`config.mk`:
```
export PLATFORM = sky130hd
export DESIGN_NAME = dac_spi
export DESIGN_NICKNAME = d
export VERILOG_FILES = /design/src/rtl/dac_spi_pkg.sv /design/src/rtl/dac_spi_shift_reg_out.sv /design/src/rtl/dac_spi.sv
export SDC_FILE = /design/constraint.sdc
export NUM_CORES = 1
export LEC_CHECK = 0
export CORE_MARGIN = 1.5
export CORE_UTILIZATION = 50
export CTS_BUF_LIST = sky130_fd_sc_hd__clkbuf_8
export CTS_CLUSTER_DIAMETER = 30
export CTS_CLUSTER_SIZE = 28
export DETAILED_ROUTE_END_ITERATION = 7
export PLACE_DENSITY = 0.76
export SYNTH_ARGS = -nofsm -noshare
export SYNTH_HDL_FRONTEND = slang
export SYNTH_SLANG_ARGS = --single-unit
```
`constraint.sdc`:
```
create_clock -name clk -period 1.9 [get_ports clk]
set_input_delay 0.38 -clock clk [delete_from_list [all_inputs] [get_ports clk]]
set_output_delay 0.38 -clock clk [all_outputs]
set_load 0.02 [all_outputs]
```
`src/rtl/dac_spi_pkg.sv`:
```
// dac_spi_pkg: shared definitions for the dac_spi serial DAC interface.
//   - state_e   : frame sequencer state encoding
//   - *_DEF     : default HALF_BIT / MSB parameter values
//   - cnt_w()   : width of the single cycle counter for a given HALF_BIT/MSB
package dac_spi_pkg;

  localparam int unsigned HALF_BIT_DEF = 2;
  localparam int unsigned MSB_DEF      = 8;

  typedef enum logic [2:0] {
    ST_IDLE  = 3'd0,
    ST_SETUP = 3'd1,
    ST_SHIFT = 3'd2,
    ST_HOLD  = 3'd3,
    ST_GAP   = 3'd4,
    ST_LDAC  = 3'd5
  } state_e;

  // The longest state is SHIFT at 2*MSB*HALF_BIT cycles; the counter must reach that minus one.
  function automatic int unsigned cnt_w(input int unsigned hb, input int unsigned msb);
    return $clog2(2 * msb * hb);
  endfunction

endpackage

```
`src/rtl/dac_spi_shift_reg_out.sv`:
```
// shift_reg_out: MSB-wide parallel-load, MSB-first serialiser.
// Ports:
//   clk, rst  : system clock, synchronous active-high reset
//   load_i    : capture data_i (serial_o shows data_i[MSB-1] next cycle)
//   shift_i   : move the next lower bit to serial_o
//   clr_i     : clear the register so serial_o drives 0 (highest priority)
//   data_i    : parallel word
//   serial_o  : registered serial output (top bit of the register)
module shift_reg_out
  import dac_spi_pkg::*;
#(
  parameter int unsigned MSB = MSB_DEF
) (
  input  logic           clk,
  input  logic           rst,
  input  logic           load_i,
  input  logic           shift_i,
  input  logic           clr_i,
  input  logic [MSB-1:0] data_i,
  output logic           serial_o
);

  logic [MSB-1:0] sr_q, sr_d;

  // Next register value: clear beats load beats shift.
  always_comb begin
    sr_d = sr_q;
    if (clr_i) begin
      sr_d = '0;
    end else if (load_i) begin
      sr_d = data_i;
    end else if (shift_i) begin
      sr_d = {sr_q[MSB-2:0], 1'b0};
    end
  end

  always_ff @(posedge clk) begin
    if (rst) begin
      sr_q <= '0;
    end else begin
      sr_q <= sr_d;
    end
  end

  assign serial_o = sr_q[MSB-1];

endmodule

```
`src/rtl/dac_spi.sv`:
```
// dac_spi: SPI mode-0 transmitter for a serial DAC.
// Frame: IDLE -> SETUP -> SHIFT -> HOLD -> GAP (-> LDAC) -> IDLE, timed by one counter.
// Parameters: HALF_BIT (clocks per SCLK half-period, >=1), MSB (word width, >=2).
// Ports:
//   clk, rst  : system clock, synchronous active-high reset
//   DATA_IN   : parallel word, accepted when valid && ready
//   valid     : DATA_IN is offered
//   ready     : high only in IDLE
//   CS        : active-low chip select
//   SCLK      : serial clock, idle low
//   MOSI      : serial data, MSB first, 0 while CS is high
//   DONE      : one-cycle pulse on the first CS-high cycle of a frame
//   LDAC      : (only with DAC_SPI_LDAC_EN) active-low load strobe after GAP
// Build option: define DAC_SPI_LDAC_EN to add the LDAC output and state.
module dac_spi
  import dac_spi_pkg::*;
#(
  parameter int unsigned HALF_BIT = HALF_BIT_DEF,
  parameter int unsigned MSB      = MSB_DEF
) (
  input  logic           clk,
  input  logic           rst,
  input  logic [MSB-1:0] DATA_IN,
  input  logic           valid,
  output logic           ready,
  output logic           CS,
  output logic           SCLK,
  output logic           MOSI,
  output logic           DONE
`ifdef DAC_SPI_LDAC_EN
  ,
  output logic           LDAC
`endif
);

  localparam int unsigned CW = cnt_w(HALF_BIT, MSB);

  localparam logic [CW-1:0] HALF_LAST  = CW'(HALF_BIT - 1);
  localparam logic [CW-1:0] HALF       = CW'(HALF_BIT);
  localparam logic [CW-1:0] PERIOD     = CW'(2 * HALF_BIT);
  localparam logic [CW-1:0] GAP_LAST   = CW'(2 * HALF_BIT - 1);
  localparam logic [CW-1:0] SHIFT_LAST = CW'(2 * MSB * HALF_BIT - 1);
  localparam logic [CW-1:0] LAST_BIT   = CW'(MSB - 1);

  state_e        state_q, state_d;
  logic [CW-1:0] cnt_q, cnt_d;
  logic          cs_q, cs_d;
  logic          sclk_q, sclk_d;
  logic          done_q, done_d;
  logic          ready_q, ready_d;
  logic          load, shift, clr;
`ifdef DAC_SPI_LDAC_EN
  logic          ldac_q, ldac_d;
`endif

  // Sequencer: next state, counter and shift-register controls; outputs are
  // decoded from the next state so the registered pins line up with the state.
  always_comb begin
    state_d = state_q;
    cnt_d   = cnt_q + CW'(1);
    load    = 1'b0;
    shift   = 1'b0;
    clr     = 1'b0;

    case (state_q)
      ST_IDLE: begin
        cnt_d = '0;
        if (valid && ready_q) begin
          state_d = ST_SETUP;
          load    = 1'b1;
        end
      end
      ST_SETUP: begin
        if (cnt_q == HALF_LAST) begin
          state_d = ST_SHIFT;
          cnt_d   = '0;
        end
      end
      ST_SHIFT: begin
        // Advance MOSI with each falling SCLK edge, except after the last bit so
        // bit 0 stays on the line through HOLD.
        if ((cnt_q % PERIOD) == HALF_LAST && (cnt_q / PERIOD) != LAST_BIT) begin
          shift = 1'b1;
        end
        if (cnt_q == SHIFT_LAST) begin
          state_d = ST_HOLD;
          cnt_d   = '0;
        end
      end
      ST_HOLD: begin
        if (cnt_q == HALF_LAST) begin
          state_d = ST_GAP;
          cnt_d   = '0;
          clr     = 1'b1;
        end
      end
      ST_GAP: begin
        if (cnt_q == GAP_LAST) begin
`ifdef DAC_SPI_LDAC_EN
          state_d = ST_LDAC;
`else
          state_d = ST_IDLE;
`endif
          cnt_d   = '0;
        end
      end
      ST_LDAC: begin
`ifdef DAC_SPI_LDAC_EN
        if (cnt_q == HALF_LAST) begin
          state_d = ST_IDLE;
          cnt_d   = '0;
        end
`else
        state_d = ST_IDLE;
        cnt_d   = '0;
`endif
      end
      default: begin
        state_d = ST_IDLE;
        cnt_d   = '0;
      end
    endcase

    cs_d    = !(state_d == ST_SETUP || state_d == ST_SHIFT || state_d == ST_HOLD);
    sclk_d  = (state_d == ST_SHIFT) && ((cnt_d % PERIOD) < HALF);
    done_d  = (state_d == ST_GAP) && (cnt_d == '0);
    ready_d = (state_d == ST_IDLE);
`ifdef DAC_SPI_LDAC_EN
    ldac_d  = (state_d != ST_LDAC);
`endif
  end

  always_ff @(posedge clk) begin
    if (rst) begin
      state_q <= ST_IDLE;
      cnt_q   <= '0;
      cs_q    <= 1'b1;
      sclk_q  <= 1'b0;
      done_q  <= 1'b0;
      ready_q <= 1'b1;
`ifdef DAC_SPI_LDAC_EN
      ldac_q  <= 1'b1;
`endif
    end else begin
      state_q <= state_d;
      cnt_q   <= cnt_d;
      cs_q    <= cs_d;
      sclk_q  <= sclk_d;
      done_q  <= done_d;
      ready_q <= ready_d;
`ifdef DAC_SPI_LDAC_EN
      ldac_q  <= ldac_d;
`endif
    end
  end

  shift_reg_out #(
    .MSB(MSB)
  ) u_shift_reg_out (
    .clk     (clk),
    .rst     (rst),
    .load_i  (load),
    .shift_i (shift),
    .clr_i   (clr),
    .data_i  (DATA_IN),
    .serial_o(MOSI)
  );

  assign CS    = cs_q;
  assign SCLK  = sclk_q;
  assign DONE  = done_q;
  assign ready = ready_q;
`ifdef DAC_SPI_LDAC_EN
  assign LDAC  = ldac_q;
`endif

endmodule

```
==> impl_metrics.toml <==
[cells_and_area]
area_delta_synth_final_pct = 24.0
diodes = 0
drive_gt1_share_pct = 12.1
nNetsFinal = 132
final_core_util_pct = 67.4
n_fill_cell = 151
stdcell_area_um2 = 1190
fin_cells = 141

[floorplanning]
ios = 16
chipWidth_um = 46.8
fp.dieArea_um2 = 2190
dieHeight_um = 46.8
initial_utilization_pct = 54.4
core_area_um2 = 1760
num_rows = 15

[timing]
period_minus_slack_ps = 1850
final.setup.tns_ps = 0
hold_viol_final = 0
finalCritPeriodShare_pct = 97.4
tightest_slew_ps = 590
rsz0062_at_grt = "true"
fin_skew_ps = 1.05
hold_slack_ps = 481
drv_slew = 0
max_slew_margin_pct = 60.6
finalSetupViolations = 0
clock.fmax_mhz = 540
worst_slack_ps = 49.3

[worst_setup_path]
r2r_end = "cnt_q[3]$_SDFF_PP0_"
required_ps = 2040
critical_path.top_delay_family = "simple AND/OR/NAND/NOR gates"
r2r_cells = 5
cp_max_fo = 5
r2r-start = "cnt_q[0]$_SDFF_PP0_"
end_kind = "register"
critical-path-slowest-cell = "or4b_4"
crit_arrival_ps = 1990
path_buf_inv = 0
slowest_delay_ps = 470
reg2reg_slack_ps = 50
cp-start-kind = "register"
path_cells = "ha_2 -> or4b_4 -> and3_4 -> o31ai_2 -> nor2_1"
critPathKind = "register to register"

[run]
drv_cap = 0

[place]
place_ws_ps = 62.1
place_congestion = 0.916
hpwl_mm = 1.35
port-buffer-count = 15
placed_area_um2 = 1150
placed_cells = 138

[yosys]
ys_types = 31
ys_seq_elements = 20
yosysSeqAreaShare_pct = 41.7
ys_warn_count = 0
syn_inst = 98
avgSynthCellArea_um2 = 9.79
syn-num-nets = 112
syn_area_um2 = 960

[clock_network]
clk_latency_ps = 250
cts_buffers = 3
cts-hold-fix-buffers = 0
clock_path_buffers = 2
htreeDepth = 1
cts.sinks = 20
clockRootBuffer = "clkbuf_8"
cts_tree = "done"
clk_pin_slew_ps = 60

[hold_path]
holdPathStages = 2
hold_class = "register to register"
whs_endpoint = "u_shift_reg_out.sr_q[0]$_SDFFE_PP0P_"
hold_start = "u_shift_reg_out.sr_q[0]$_SDFFE_PP0P_"

[route]
drt_iter0_markers = 16
wl_met2_um = 829
drt-total-wl_mm = 1.81
ant_nets = 0
top_layer = "met4"
vias_per_cell = 5.54
routed-wl-met3_um = 69
route.detailed.drc = 0
drt-met1-wl_um = 861
vias = 781
dr.pass1.iters = 4
wl_per_cell_um = 12.9

[global_route]
antenna_found_initial = 0
groute.usage.overall_pct = 19.1
grt_pass1_wl_mm = 2.86
first_global_vias = 695
overflow = 0
grt_max_degree = 16

[run_status]
status = "completed"

[pwr]
power.density_nw_per_um2 = 768
power_uw = 914
power.leakage_nw = 0.499
peakVddDrop_v = 0.000685
[layer usage]
metal,GRT usage [%],up-vias
met5,0,-
met4,15.0,0
met3,3.46,4
met2,28.8,18
met1,23.9,360
li1,-,399
[synth_stat cells]
cell / instances / area share (%)
and2_1: 2 / 1.3
and3_4: 1 / 1.2
mux2i_1: 7 / 7.3
a31oi_1: 1 / 0.65
or4b_4: 1 / 1.4
a22oi_1: 1 / 0.78
nand4b_1: 2 / 1.8
clkbuf_1: 1 / 0.39
ha_1: 3 / 3.9
and3_2: 1 / 0.78
xnor2_1: 2 / 1.8
o2111a_1: 1 / 1.2
buf_2: 2 / 1.0
nor3b_1: 2 / 1.6
nand3_1: 6 / 3.1
a211oi_1: 8 / 6.3
o32ai_2: 1 / 1.7
o211a_1: 1 / 1.0
o31ai_2: 1 / 1.3
nand2_1: 4 / 1.6
buf_6: 1 / 1.2
and4_1: 1 / 0.91
inv_1: 2 / 0.78
nor4b_4: 1 / 2.5
nor3_1: 4 / 2.1
a21oi_1: 2 / 1.0
dfxtp_1: 20 / 42
xor2_1: 2 / 1.8
nor2b_1: 2 / 1.3
nor2_1: 14 / 5.5
and4b_1: 1 / 1.0
[cell usage in the layout, fill, tap and decap left out, drive strengths merged, types with 3 or more instances in the layout]
cell           instances
a211oi                 8
nor3                   4
nor2                  14
clkdlybuf4s50         15
clkbuf                 3
nand2                  4
dfxtp                 20
buf                    4
ha                     3
mux2i                  7
nand3                  6
[repair_timing]
item                       CTS  global route
setup buffers                0             0
resized for setup            0             1
setup endpoints to repair    0             5
[power breakdown]
part	leakage (nW)	switching [mW]	total [mW]	internal, mW
registers	0.164	0.0205	0.475	0.454
clock network	0.0216	0.125	0.266	0.141
logic	0.314	0.0866	0.174	0.0873
[worst reg2reg max path: stages, from the launching register on]
cell and delay [ps]:
dfxtp_1 410, ha_2 250, or4b_4 470, and3_4 210
o31ai_2 310, nor2_1 90
[worst max-delay path by stage]
| stage | start | to | slack, ps | cells after the start |
|---|---|---|---|---|
| after detailed placement | cnt_q[0]$_SDFF_PP0_ | cnt_q[3]$_SDFF_PP0_ | 60 | 5 |
| final | cnt_q[0]$_SDFF_PP0_ | cnt_q[3]$_SDFF_PP0_ | 50 | 5 |
| after floorplan | cnt_q[0]$_SDFF_PP0_ | cnt_q[2]$_SDFF_PP0_ | 180 | 5 |
| after global routing | cnt_q[0]$_SDFF_PP0_ | cnt_q[3]$_SDFF_PP0_ | -40 | 5 |
| after global placement | cnt_q[0]$_SDFF_PP0_ | cnt_q[1]$_SDFF_PP0_ | 110 | 5 |
| after CTS | cnt_q[0]$_SDFF_PP0_ | cnt_q[3]$_SDFF_PP0_ | 40 | 5 |
[cell families (layout without fill, tap and decap cells)]
logic type,after synthesis,in the layout,share of synthesized area (%)
AOI/OAI and AO/OA,16,16,14.0
xor gates and xnor gates,4,4,3.65
adders and majority gates,3,3,3.91
buffers and inverters,6,24,3.39
DFF,20,20,41.7
muxes,7,7,7.30
and+or+nand+nor,42,42,26.1
[state kept, by name, summed over array words and instances (netlist names)]
name,count
SCLK,1
CS,1
DONE,1
cnt_q,5
ready,1
state_q,3
u_shift_reg_out.sr_q,8
[cell type report]
type,instances,area [µm²],share of cell area (%)
repair buffers,19,180,15.1
inverters,2,7.51,0.631
clock buffers,3,41.3,3.47
multi-input cells,72,529,44.5
flip-flops and latches,20,400,33.6
well taps,25,31.3,2.63
(Power assumes the default switching activity.)
